--- config.mk ---
export PLATFORM = sky130hd
export DESIGN_NAME = up_down_counter_mod
export DESIGN_NICKNAME = d
export VERILOG_FILES = /design/src/rtl/up_down_counter_pkg.sv /design/src/rtl/up_down_counter_mod.sv
export SDC_FILE = /design/constraint.sdc
export NUM_CORES = 1
export LEC_CHECK = 0
export CAP_MARGIN = 5
export CELL_PAD_IN_SITES_DETAIL_PLACEMENT = 0
export CELL_PAD_IN_SITES_GLOBAL_PLACEMENT = 2
export CORE_MARGIN = 2
export CORE_UTILIZATION = 23
export CTS_CLUSTER_DIAMETER = 30
export DETAILED_ROUTE_END_ITERATION = 10
export DONT_BUFFER_PORTS = 1
export PLACE_DENSITY_LB_ADDON = 0.05
export SYNTH_ARGS = -nofsm -noshare
export SYNTH_HDL_FRONTEND = slang
export SYNTH_SLANG_ARGS = --single-unit
--- constraint.sdc ---
create_clock -name clk -period 2.2 [get_ports clk]
set_clock_uncertainty 0.15 [all_clocks]
set_input_delay 0.44 -clock clk [delete_from_list [all_inputs] [get_ports clk]]
set_output_delay 0.44 -clock clk [all_outputs]
set_load 0.01 [all_outputs]
--- src/rtl/up_down_counter_pkg.sv ---
// Shared constants and the parameter legality check for up_down_counter_mod.
package up_down_counter_pkg;

  localparam bit MODE_WRAP = 1'b0;
  localparam bit MODE_SAT  = 1'b1;

  // True when the width, bounds and step describe a legal counter.
  function automatic bit params_ok(input int width, input longint min_val,
                                   input longint max_val, input longint step);
    longint top;
    top = (64'sd1 <<< width) - 64'sd1;
    return (width >= 32'sd2) && (width <= 32'sd32) &&
           (min_val >= 64'sd0) && (min_val < max_val) && (max_val <= top) &&
           (step >= 64'sd1) && (step <= max_val - min_val + 64'sd1);
  endfunction

endpackage

--- src/rtl/up_down_counter_mod.sv ---
// Parametrised up/down counter: bounded range, configurable step, wrap or
// saturate at the bounds, with load, clear, terminal flags and cross pulses.
module up_down_counter_mod
  import up_down_counter_pkg::*;
#(
  parameter int     WIDTH    = 8,
  parameter longint MIN_VAL  = 64'sd0,
  parameter longint MAX_VAL  = (64'sd1 <<< WIDTH) - 64'sd1,
  parameter longint STEP     = 64'sd1,
  parameter bit     SATURATE = MODE_WRAP
) (
  input  logic             clk,
  input  logic             reset_n,
  input  logic             clear,
  input  logic             load,
  input  logic [WIDTH-1:0] load_value,
  input  logic             enable,
  input  logic             up_down,
  output logic [WIDTH-1:0] out,
  output logic             at_max,
  output logic             at_min,
  output logic             overflow,
  output logic             underflow
);

  if (!params_ok(WIDTH, MIN_VAL, MAX_VAL, STEP)) begin : g_param_error
    $error("up_down_counter_mod: illegal WIDTH/MIN_VAL/MAX_VAL/STEP combination");
  end

  // Two guard bits: one for the up-sum carry, one as sign for the down-difference.
  localparam longint           RANGE_L = MAX_VAL - MIN_VAL + 64'sd1;
  localparam logic [WIDTH+1:0] MIN_X   = MIN_VAL[WIDTH+1:0];
  localparam logic [WIDTH+1:0] MAX_X   = MAX_VAL[WIDTH+1:0];
  localparam logic [WIDTH+1:0] STEP_X  = STEP[WIDTH+1:0];
  localparam logic [WIDTH+1:0] RANGE_X = RANGE_L[WIDTH+1:0];
  localparam logic [WIDTH-1:0] MIN_W   = MIN_VAL[WIDTH-1:0];
  localparam logic [WIDTH-1:0] MAX_W   = MAX_VAL[WIDTH-1:0];

  logic [WIDTH-1:0]        cnt_r;
  logic                    ovf_r;
  logic                    unf_r;
  logic [WIDTH-1:0]        next_cnt_s;
  logic                    next_ovf_s;
  logic                    next_unf_s;
  logic [WIDTH+1:0]        cnt_x_s;
  logic [WIDTH+1:0]        sum_s;
  logic signed [WIDTH+1:0] diff_s;

  assign cnt_x_s = {2'b00, cnt_r};
  assign sum_s   = cnt_x_s + STEP_X;
  assign diff_s  = $signed(cnt_x_s - STEP_X);

  // Next count and crossing pulses; priority clear > load > enable > hold.
  always_comb begin
    next_cnt_s = cnt_r;
    next_ovf_s = 1'b0;
    next_unf_s = 1'b0;
    if (clear) begin
      next_cnt_s = MIN_W;
    end else if (load) begin
      if (load_value > MAX_W) begin
        next_cnt_s = MAX_W;
      end else if (load_value < MIN_W) begin
        next_cnt_s = MIN_W;
      end else begin
        next_cnt_s = load_value;
      end
    end else if (enable) begin
      if (up_down) begin
        if (sum_s > MAX_X) begin
          if (SATURATE == MODE_SAT) begin
            next_cnt_s = MAX_W;
            next_ovf_s = (cnt_r != MAX_W);
          end else begin
            next_cnt_s = WIDTH'(sum_s - RANGE_X);
            next_ovf_s = 1'b1;
          end
        end else begin
          next_cnt_s = WIDTH'(sum_s);
        end
      end else begin
        if (diff_s < $signed(MIN_X)) begin
          if (SATURATE == MODE_SAT) begin
            next_cnt_s = MIN_W;
            next_unf_s = (cnt_r != MIN_W);
          end else begin
            next_cnt_s = WIDTH'(cnt_x_s - STEP_X + RANGE_X);
            next_unf_s = 1'b1;
          end
        end else begin
          next_cnt_s = WIDTH'(diff_s);
        end
      end
    end else begin
      next_cnt_s = cnt_r;
    end
  end

  // Single register stage; reset forces the bottom of the range immediately.
  always_ff @(posedge clk or negedge reset_n) begin
    if (!reset_n) begin
      cnt_r <= MIN_W;
      ovf_r <= 1'b0;
      unf_r <= 1'b0;
    end else begin
      cnt_r <= next_cnt_s;
      ovf_r <= next_ovf_s;
      unf_r <= next_unf_s;
    end
  end

  assign out       = cnt_r;
  assign at_max    = (cnt_r == MAX_W);
  assign at_min    = (cnt_r == MIN_W);
  assign overflow  = ovf_r;
  assign underflow = unf_r;

endmodule
==> run summary, run 1 <==
The die covers 0.00435 mm². The initial standard-cell utilization of the core is 0.241. The flow ran to the end, and the final reports show no timing, DRC or antenna violations. The length of the first detailed-routing pass in iterations is 4. The post-place instance area came out at 947 µm².

Dividing the detail-routed via count by the number of cells gives between 5 and 6. The overflow left after global routing came out at 0. Compared with the post-synthesis result, the final layout area differs by 17.0%. The leakage power is 0.414 nW. The total via count in the routed design came out at roughly 800. The clock network latency to the later pin of the worst-skew pair is 0.24 ns. The number of remaining DRC errors is 0.

The switching share of power is 0.317. Timing would allow up to 473 MHz. The most common cell in the synthesized netlist is sky130_fd_sc_hd__nor2_1.

The design area is 0.00103 mm². The cell sitting at the root of the clock tree is a sky130_fd_sc_hd__clkbuf_8. The number of standard-cell rows in the floorplan came out at 22.

The number of CTS-inserted buffers came out at 3. The maximum fanout along the worst path is 2. The portion of total power attributed to sequential cells is 0.366. The count of final hold-check violations was 0. The net count after synthesis is 124. Across every metal layer, demand over resource in global routing totals 0.141.

The total power of the final layout is 578 µW. Of the post-synthesis cell area, the dominant cell type holds 0.284. The number of standard cells in the final layout excluding fillers is approximately 160. The number of slew-limit violations in the final report was 0. The first global-routing pass estimated 4420 µm of wire. The maximum number of pins on one net before global-route repair came out at 17. For the pin with the worst max-slew slack, the measured transition is 0.539 ns. The net switching power figure came out at roughly 180 µW. The proportion of register bits with asynchronous set or reset after synthesis is 1.00. The initial antenna violation count is 0. The final layout contains 129 nets. By area the synthesized netlist is led by sky130_fd_sc_hd__dfrtp_1, sky130_fd_sc_hd__xnor2_1, sky130_fd_sc_hd__ha_1. Yosys mapped a number of flops with a built-in enable equal to 0. The number of synthesized register bits is 10. The power density over cell area is 560 mW/mm². The number of inserted filler cells in the final layout is 400.

Wires add up to between 2000 and 3000 µm. In this run the deepest clock path goes through 2 buffers. The routability congestion estimate is 0.675. The number of inserted diodes is 0. Measured on the finished design, the core utilization comes to 0.282. For this run, the leading register cell type out of synthesis is sky130_fd_sc_hd__dfrtp_1. The worst slew margin relative to its limit came out at 0.639. The worst path required time came out at 1.61 ns. The portion of the clock cycle consumed by the worst path in the final layout is 0.961. In this run the number of H-tree levels came out at 1. The share of power burned in the clock network came out at 0.344. The remaining antenna violation count is 0. The worst path needs 2.11 ns of the cycle, external delays included.

The via count of the first global-routing pass was 805. Grouping stages by cell kind, the critical path spends the most delay in simple AND/OR/NAND/NOR gates. The delay of the slowest critical-path stage came out at 0.56 ns. The critical path goes through or4_4, nor3_4, and2_4.

The worst path arrival time is 1.52 ns. The worst setup path category is reg2out. The worst setup path is launched from a register. Setup total negative slack on the finished layout was measured at 0 ns. Among all stages on the critical path, the largest delay is contributed by sky130_fd_sc_hd__or4_4. The synthesized design spends more area on one cell type than any other, namely sky130_fd_sc_hd__dfrtp_1. STA classifies the critical path endpoint as a primary output. The count of maximum capacitance violations is 0.

The tightest min-delay check is of the in2reg type. The peak ir drop on the vdd network came out at 154 µV. Counting both buffers and inverters, the worst setup path holds a total of 0. The half-perimeter wire length after detailed placement came out at 2060 µm. The core footprint is 0.00366 mm². Internal power comes to a little under 400 µW. For this block, the initial DRC count from the detailed router was 30. The CTS tree is built. The final number of setup-violating endpoints came out at 0. The die span in y is between 60 and 70 µm.

The number of sinks on the clock net is 10. The final routed wire length divided by cell count is 17.9 µm. The number of ports placed on the die boundary is 26. The count of buffers inserted at the top-level ports came out at 0.

Counting instances in the post-synthesis netlist gives the leading cell types as sky130_fd_sc_hd__nor2_1, sky130_fd_sc_hd__dfrtp_1, sky130_fd_sc_hd__xnor2_1. The post-synthesis instance area came out at 882 µm². Of the total power, combinational logic draws 0.290. The placed instance count came out at 152. The number of warning messages in the yosys log is 0. The number of unique standard cell types used by synthesis came out at 39. The clock-pin slew of the registers on the worst-case setup and hold paths came out at 0.05 ns. The post-synthesis average cell area is 8.32 µm². The synthesized instance count came out at between 100 and 150.

Of the cells placed in the final design, the portion with a size suffix greater than 1 is 0.174. The die is roughly 66 µm wide. The post-synthesis sequential area ratio came out at 0.284.
## metal layers
layer | GRT usage | vias to the layer above | part of all wire
met2 | 0.220 | 19 | 0.45
li1 | - | 382 | -
met3 | 0.0562 | 4 | 0.068
met4 | 0.0434 | 0 | 0.014
met1 | 0.178 | 389 | 0.47
met5 | 0 | - | 0
## final timing paths
kind                          from        end  slack, ns  depth (start not counted)
max in group asynchronous  reset_n     out[3]       1.07                          1
max                         out[5]     at_min       0.09                          3
min in group asynchronous  reset_n   overflow       0.47                          1
max reg2reg                 out[5]     out[7]       0.09                          6
min                          clear     out[2]       0.12                          1
min reg2reg                 out[5]  underflow       0.57                          3
## flip-flops by register name, indices dropped and copies added, names as in the netlist
signal,flops
underflow,1
out,8
overflow,1
## logic make-up after synthesis
family	after synthesis	share of synthesized area
AOI/OAI and AO/OA	20	0.150
buffers and inverters	16	0.0879
and+or+nand+nor	43	0.285
xor gates and xnor gates	8	0.0794
DFF	10	0.284
muxes	5	0.0567
adders and majority gates	4	0.0567
## power groups by stage
stage | registers (mW) | clock network, mW | logic, mW
detailed placement | 0.213 | 0 | 0.146
finish | 0.212 | 0.199 | 0.168
CTS | 0.212 | 0.207 | 0.167
global placement | 0.213 | 0 | 0.147
global route | 0.214 | 0.211 | 0.186
floorplan | 0.217 | 0 | 0.114
## per-stage QoR
stage               setup slack [ns]  hold slack [ns]
global placement               0.118         -0.00532
detailed placement             0.133         -0.00531
floorplan                      0.119         -0.00559
CTS                           0.0119            0.109
global route                 -0.0116            0.107
finish                        0.0858            0.115
## cell type report
class / instances / area (µm²) / share of cell area
clock buffer: 3 / 41.3 / 0.0400
inverter: 6 / 22.5 / 0.0218
multi-input combinational: 80 / 581 / 0.562
sequential: 10 / 250 / 0.242
tap: 48 / 60.1 / 0.0582
timing repair buffer: 10 / 77.6 / 0.0752
## cells in the final DEF (no fill, tap or decap), types with 2 or more instances in the layout
master / Yosys / routed
sky130_fd_sc_hd__o21ai_0: 4 / 4
sky130_fd_sc_hd__and4_1: 2 / 2
sky130_fd_sc_hd__inv_1: 6 / 6
sky130_fd_sc_hd__clkbuf_8: 0 / 3
sky130_fd_sc_hd__dfrtp_1: 10 / 10
sky130_fd_sc_hd__ha_1: 4 / 4
sky130_fd_sc_hd__a21oi_1: 4 / 4
sky130_fd_sc_hd__nor4_1: 2 / 2
sky130_fd_sc_hd__nor2b_1: 4 / 4
sky130_fd_sc_hd__nor2_1: 11 / 11
sky130_fd_sc_hd__mux2i_1: 5 / 5
sky130_fd_sc_hd__a31oi_1: 3 / 3
sky130_fd_sc_hd__buf_4: 2 / 9
sky130_fd_sc_hd__nand2_1: 3 / 3
sky130_fd_sc_hd__nor3_1: 6 / 5
sky130_fd_sc_hd__nand3_1: 4 / 4
sky130_fd_sc_hd__xnor2_1: 7 / 7
## repair_timing
item / CTS / global route
pin swaps: 2 / 1
hold buffers: 1 / 0
gates resized for setup: 4 / 1
endpoints found under the setup margin: 1 / 2
buffers inserted: 1 / 0
endpoints found under the hold margin: 10 / 0
Power figures use the tool's default switching activity.
==> inputs of run 2 (changes only) <==
PLACE_DENSITY = 0.63   (was not set)
PLACE_DENSITY_LB_ADDON = not set   (was 0.05)
==> run summary, run 2 (synthesis results as in run 1) <==
The portion of total power attributed to sequential cells is 0.377. In this run the worst path has a maximum fanout of 3. Counting the fill cells in the layout gives 400.

The total via count in the routed design is 803. The placed instance count came out at 152. The number of standard-cell rows in the floorplan came out at 22.

The number of flip-flops in the largest register is 8. The die covers 0.00435 mm². The path class of the tightest hold or removal check is in2reg. The via count of the first global-routing pass came out at 745. The clock tree root buffer cell is sky130_fd_sc_hd__clkbuf_8. The number of buffers and inverters on the critical path is 0.

The clock network latency to the later pin of the worst-skew pair is 0.23 ns. The library cell used most frequently in the layout, excluding fill and tap cells, is sky130_fd_sc_hd__nor2_1. The run finished with clean final reports. The overflow left after global routing is 0. The internal reg-to-reg setup slack came out at 0.18 ns.

Setup repair after global routing could not meet its margin everywhere. The pre-antenna-repair detailed-routing pass consisted of 4 iterations. The critical path is of the reg2out type. Leaving out fill and tap cells, the most frequent cells in the layout are sky130_fd_sc_hd__nor2_1, sky130_fd_sc_hd__dfrtp_1, sky130_fd_sc_hd__buf_4. The post-place instance area came out at 947 µm². The detail route stage leaves a number of antenna-violating nets equal to 0.

The initial antenna violation count came out at 0. Walking the worst path, the cells encountered are or4_4, nor3_4, and2_4. The area growth from synthesis to final layout is 16.3%. After detailed routing, the number of remaining DRC violations is 0.

In this run the most used layer during global routing was met1. The floorplan step set the die height to 65.9 µm. The H-tree depth reported by CTS came out at 1. The worst path required time came out at 1.61 ns. 26 I/O pins were placed. The cell family contributing the most delay on the critical path is simple AND/OR/NAND/NOR gates. The worst register-to-register path begins at out[5]. The global routing usage on met2 is 0.174.

Summed over all nets, the switching power comes to 172 µW. The post-route minimum period is 2.17 ns. The sum of routed wire length over all layers is 2480 µm. The worst hold slack came out at about 0.12 ns.

The share of power burned in the clock network is 0.343. The switching share of power is 0.304. The number of buffers between clock root and the deepest sink is 2. 0 antenna diodes ended up in the layout. The aggregate global-route resource usage is 0.120. Among all stages on the critical path, the largest delay is contributed by sky130_fd_sc_hd__or4_4.

The count of buffers inserted at the top-level ports came out at 0. For this design the static power due to leakage is 0.412 nW. The endpoint of the worst setup timing path is at_min.

The peak ir drop on the vdd network is 140 µV. Setup violations remaining at the end of the flow were counted as 0. The via-per-instance ratio is approximately 5.1. The number of CTS-inserted buffers came out at 3.

The met1 routing resource usage after global routing came out at 0.177. The power density over cell area is 552 mW/mm². The startpoint identified for the worst hold timing path is clear. The count of final hold-check violations came out at 0. The number of sinks on the clock net came out at 10.

The actual transition at the worst max-transition pin is between 0.5 and 0.6 ns. The fmax is 461 MHz. The critical path crosses 3 cells after its start point. The total area of multi-input combinational cells is 574 µm². The number of slew-limit violations in the final report came out at 0. In the global route stage, met3 resource usage came out at 0.0341. The delay of the slowest critical-path stage is about 0.57 ns.

The endpoint type of the worst setup path is a primary output. The maximum number of pins on one net before global-route repair came out at 17. The first routing iteration left 43 violations. For the worst setup path, the data arrival time is 1.58 ns. The worst slew margin relative to its limit came out at 0.651. The fraction of final layout cells sized beyond drive strength 1 is 0.183. The half-perimeter wire length after detailed placement is about 1900 µm.

The die span in x is ~66 µm. Dividing the final minimum period by the clock period gives 0.987. The combinational cell fraction of total power came out at 0.280. The initial standard-cell utilization of the core is 0.241.

The end of the worst register-to-register path is out[7]. The accumulated negative setup slack came out at 0 ns. The path depth of the worst reg2reg path is 5. The core footprint is 0.00366 mm².

The area taken by flip-flops and latches came out at between 200 and 300 µm². The CTS tree is built. Internal power comes to 394 µW. The count of maximum capacitance violations came out at 0. STA classifies the critical path startpoint as a register. The clock-pin slew of the registers on the worst-case setup and hold paths came out at around 0.05 ns.

The number of nets in the layout came out at 129. After routing the design area is 0.00103 mm². The most critical setup path has its startpoint at out[5]. The routability congestion estimate is 0.801. The number of standard cells in the final layout excluding fillers came out at roughly 160. The wire length of the first global-routing pass came out at 3950 µm. The final routed wire length divided by cell count is 15.8 µm.
run 2: layout make-up:
class                   instances  share of cell area
flip-flops and latches         10               0.244
repair buffers                 10              0.0756
clock buffers                   3              0.0402
inverters                       6              0.0220
well taps                      48              0.0585
multi-input cells              80               0.560
run 2: worst min path at each step:
stage	cells after the start	end
5_1_grt	1	out[0]
3_5_place_dp	0	overflow
3_3_place_gp	0	overflow
2_1_floorplan	0	out[0]
6_report	1	out[0]
4_1_cts	1	out[0]
run 2: per-stage QoR:
step / utilization / power, mW / setup WS [ns]
2_1_floorplan: - / 0.331 / 0.119
3_3_place_gp: 0.259 / 0.356 / 0.141
3_5_place_dp: 0.259 / 0.356 / 0.164
4_1_cts: 0.274 / 0.560 / 0.00910
5_1_grt: 0.280 / 0.600 / -0.0143
6_report: 0.280 / 0.567 / 0.0285
run 2: repair_timing:
item,4_1_cts,5_1_grt
hold buffers,1,0
endpoints found under the hold margin,10,0
endpoints found under the setup margin,1,1
gates cloned,0,0
gates resized for setup,1,4
setup buffers,0,1
pin swaps,0,2
run 2: layer usage:
layer  vias to the layer above  part of all wire  wire length (µm)
li1                        384                 -                 -
met1                       376              0.47              1160
met2                        41              0.44              1100
met3                         2             0.086               213
met4                         0            0.0024                 6
met5                         -                 0                 0
run 2: power by group through the flow:
stage / clock [mW] / combinational [mW] / sequential (mW)
after detailed placement: 0 / 0.141 / 0.215
after floorplan: 0 / 0.114 / 0.217
after CTS: 0.199 / 0.149 / 0.212
after global placement: 0 / 0.142 / 0.214
final: 0.194 / 0.159 / 0.214
after global routing: 0.209 / 0.176 / 0.215
run 2: worst reg2reg max path: cells and delay by family, from the launching register on:
family,cells,cell delay (ns)
simple gates,3,1.08
xor+xnor,1,0.09
compound gates,1,0.22
flops,1,0.37
==> inputs of run 3 (changes only) <==
CORE_MARGIN = not set   (was 2)
==> run summary, run 3 (synthesis results as in run 1) <==
The total via count in the routed design came out at 813. The initial utilization of the core area, before any placement, comes to 0.241. TritonCTS built the clock tree. The worst register-to-register path begins at out[5]. The critical path is of the reg2out type. The slowest stage of the critical path belongs to the cell sky130_fd_sc_hd__or4_4.

The initial antenna violation count was 0. The detail route stage leaves a number of antenna-violating nets equal to 0. The total power of the final layout came out at 621 µW. The clock net in this run drives a total of 10 sinks. The via-per-instance ratio came out at 5.08. After detailed routing, the number of remaining DRC violations is 0. The startpoint class of the critical path is a register. The internal reg-to-reg setup slack came out at 0.17 ns.

The worst path required time came out at 1.61 ns. Routability-driven placement finished with a final weighted congestion of between 0.7 and 0.8. The via count of the first global-routing pass came out at 757. Setup violations remaining at the end of the flow were counted as 1. The number of standard-cell rows in the floorplan came out at 22. The checks that failed: setup timing. The DRC violation total after the first TritonRoute iteration is 46. Timing analysis after detailed placement gives a worst setup slack of 0.170 ns. The delay of the slowest critical-path stage is 0.58 ns. The worst slew margin relative to its limit came out at 0.647.

The count of final hold-check violations came out at 0. The buffers plus inverters on the worst setup path is 0. The count of buffers inserted at the top-level ports came out at 0. The number of inserted diodes came out at 0. The number of slew-limit violations in the final report came out at 0.

The number of standard cells in the final layout excluding fillers came out at 160. The clock-pin slew of the registers on the worst-case setup and hold paths is 0.05 ns. CTS built an H-tree with a depth of 1. The post-route minimum period came out at 2.21 ns.

Setup repair after global routing could not meet its margin everywhere. After global routing the overflow that remains totals 0. The type of the tightest min-delay check is in2reg. In this run the horizontal extent of the chip is between 60 and 70 µm. TritonCTS created 3 clock buffers. The worst path arrival time is 1.62 ns. The top cell types in the final layout, fill and taps aside, are sky130_fd_sc_hd__nor2_1, sky130_fd_sc_hd__buf_4, sky130_fd_sc_hd__dfrtp_1. The worst hold path begins at clear.

The count of maximum capacitance violations came out at 0. The number of flip-flops in the largest register came out at 8. The number of ports placed on the die boundary came out at 26. The tree is rooted in a sky130_fd_sc_hd__clkbuf_8. The fraction of final layout cells sized beyond drive strength 1 is 0.223. Final hold analysis gives a worst-case slack of 0.109 ns. The actual transition at the worst max-transition pin is ~0.53 ns. The flow ran to the end, but the final reports show violations. Entering global routing, the biggest net connects 17 pins. The start point of the critical path is out[5]. The signal on the critical path passes through or4_4, nor3_4, and2_4.

IR analysis of the VDD net gives a maximum drop of 268 µV. In this run, placement finished with an instance count of 153. The kind of cell with the highest combined delay along the critical path is simple AND/OR/NAND/NOR gates. In the global route stage, overall resource usage came out at 0.135. The slack of the critical path came out at -0.0146 ns. The worst register-to-register path ends at out[7]. The power density over cell area came out at 587 mW/mm². In the finished design, the share of the clock period the worst path needs comes to 1.01. The path depth of the worst reg2reg path came out at 6. In this run the vertical extent of the chip is approximately 64 µm. For this run, the share of the core covered by cells in the final layout is 0.289. The die area came out at around 0.0041 mm².

The clock network latency to the later pin of the worst-skew pair is roughly 0.24 ns. Summed over all cells, the static leakage comes to 0.425 nW. The core footprint is around 0.0037 mm². The final routed wire length divided by cell count is 16.4 µm. The clock passes through at most 2 buffers.

From synthesis to final layout, the design area changed by 19.9%. STA classifies the critical path endpoint as a primary output. The half-perimeter wire length after detailed placement came out at between 1500 and 2000 µm. The worst hold path terminates at out[0].

The count of cells along the worst hold path is 1. The fmax is 452 MHz. For this block, the routed nets add up to 2620 µm of wire. The wire length of the first global-routing pass came out at 4200 µm. Along the worst path, the maximum fanout reaches 3. The number of nets in the layout came out at 131. The length of the first detailed-routing pass in iterations is 4.
run 3: cell types whose count changed in the layout (fill, tap and decap cells not counted):
cell,before,now
sky130_fd_sc_hd__dfrtp_1,10,8
sky130_fd_sc_hd__clkbuf_8,3,4
sky130_fd_sc_hd__dfrtp_2,0,2
sky130_fd_sc_hd__buf_4,9,11
run 3: worst max-delay path by stage:
stage                   to  slack (ns)  cells after the start
floorplan           out[7]        0.12                      5
global placement    at_min        0.15                      3
detailed placement  at_min        0.17                      3
CTS                 at_min      -0.002                      3
global route        at_min       -0.06                      3
finish              at_min       -0.01                      3
run 3: where the power goes:
group	total [mW]	internal, mW	switching [mW]
Combinational	0.163	0.0802	0.0827
Sequential	0.217	0.197	0.0209
Clock	0.240	0.158	0.0822
Total	0.621	0.435	0.186
run 3: metrics by stage:
stage / cell area [µm²] / setup TNS [ns]
2_1_floorplan: 882 / 0
3_3_place_gp: 955 / 0
3_5_place_dp: 955 / 0
4_1_cts: 1030 / -0.00154
5_1_grt: 1060 / -0.0593
6_report: 1060 / -0.0146
run 3: per-layer routing:
metal	routed length [µm]	vias to the layer above	share of wire	global-route usage
met4	11	0	0.0042	0.00852
met2	1140	34	0.43	0.188
met5	0	-	0	0
li1	-	385	-	-
met3	173	2	0.066	0.0571
met1	1290	392	0.49	0.200
run 3: worst reg2reg max path, cell delays in order, from the launching register on:
cell                      delay, ns
sky130_fd_sc_hd__dfrtp_1       0.35
sky130_fd_sc_hd__buf_4         0.11
sky130_fd_sc_hd__buf_4         0.14
sky130_fd_sc_hd__inv_1         0.09
sky130_fd_sc_hd__o31a_1        0.31
sky130_fd_sc_hd__or4b_1        0.51
sky130_fd_sc_hd__a32o_1        0.26
run 3: cell type report:
| type | instances | area [µm²] |
|---|---|---|
| Inverter | 6 | 22.5 |
| Clock buffer | 4 | 55.1 |
| Multi-Input combinational cell | 80 | 574 |
| Tap cell | 48 | 60.1 |
| Fill cell | 391 | 2600 |
| Timing Repair Buffer | 12 | 92.6 |
| Sequential cell | 10 | 253 |
run 3: repair_timing:
action                                 in CTS  in global routing
hold buffers                                1                  0
setup buffers                               0                  2
endpoints found under the hold margin      10                  0
gates resized for setup                     2                  5
pin swaps                                   0                  2
setup endpoints to repair                   2                  2
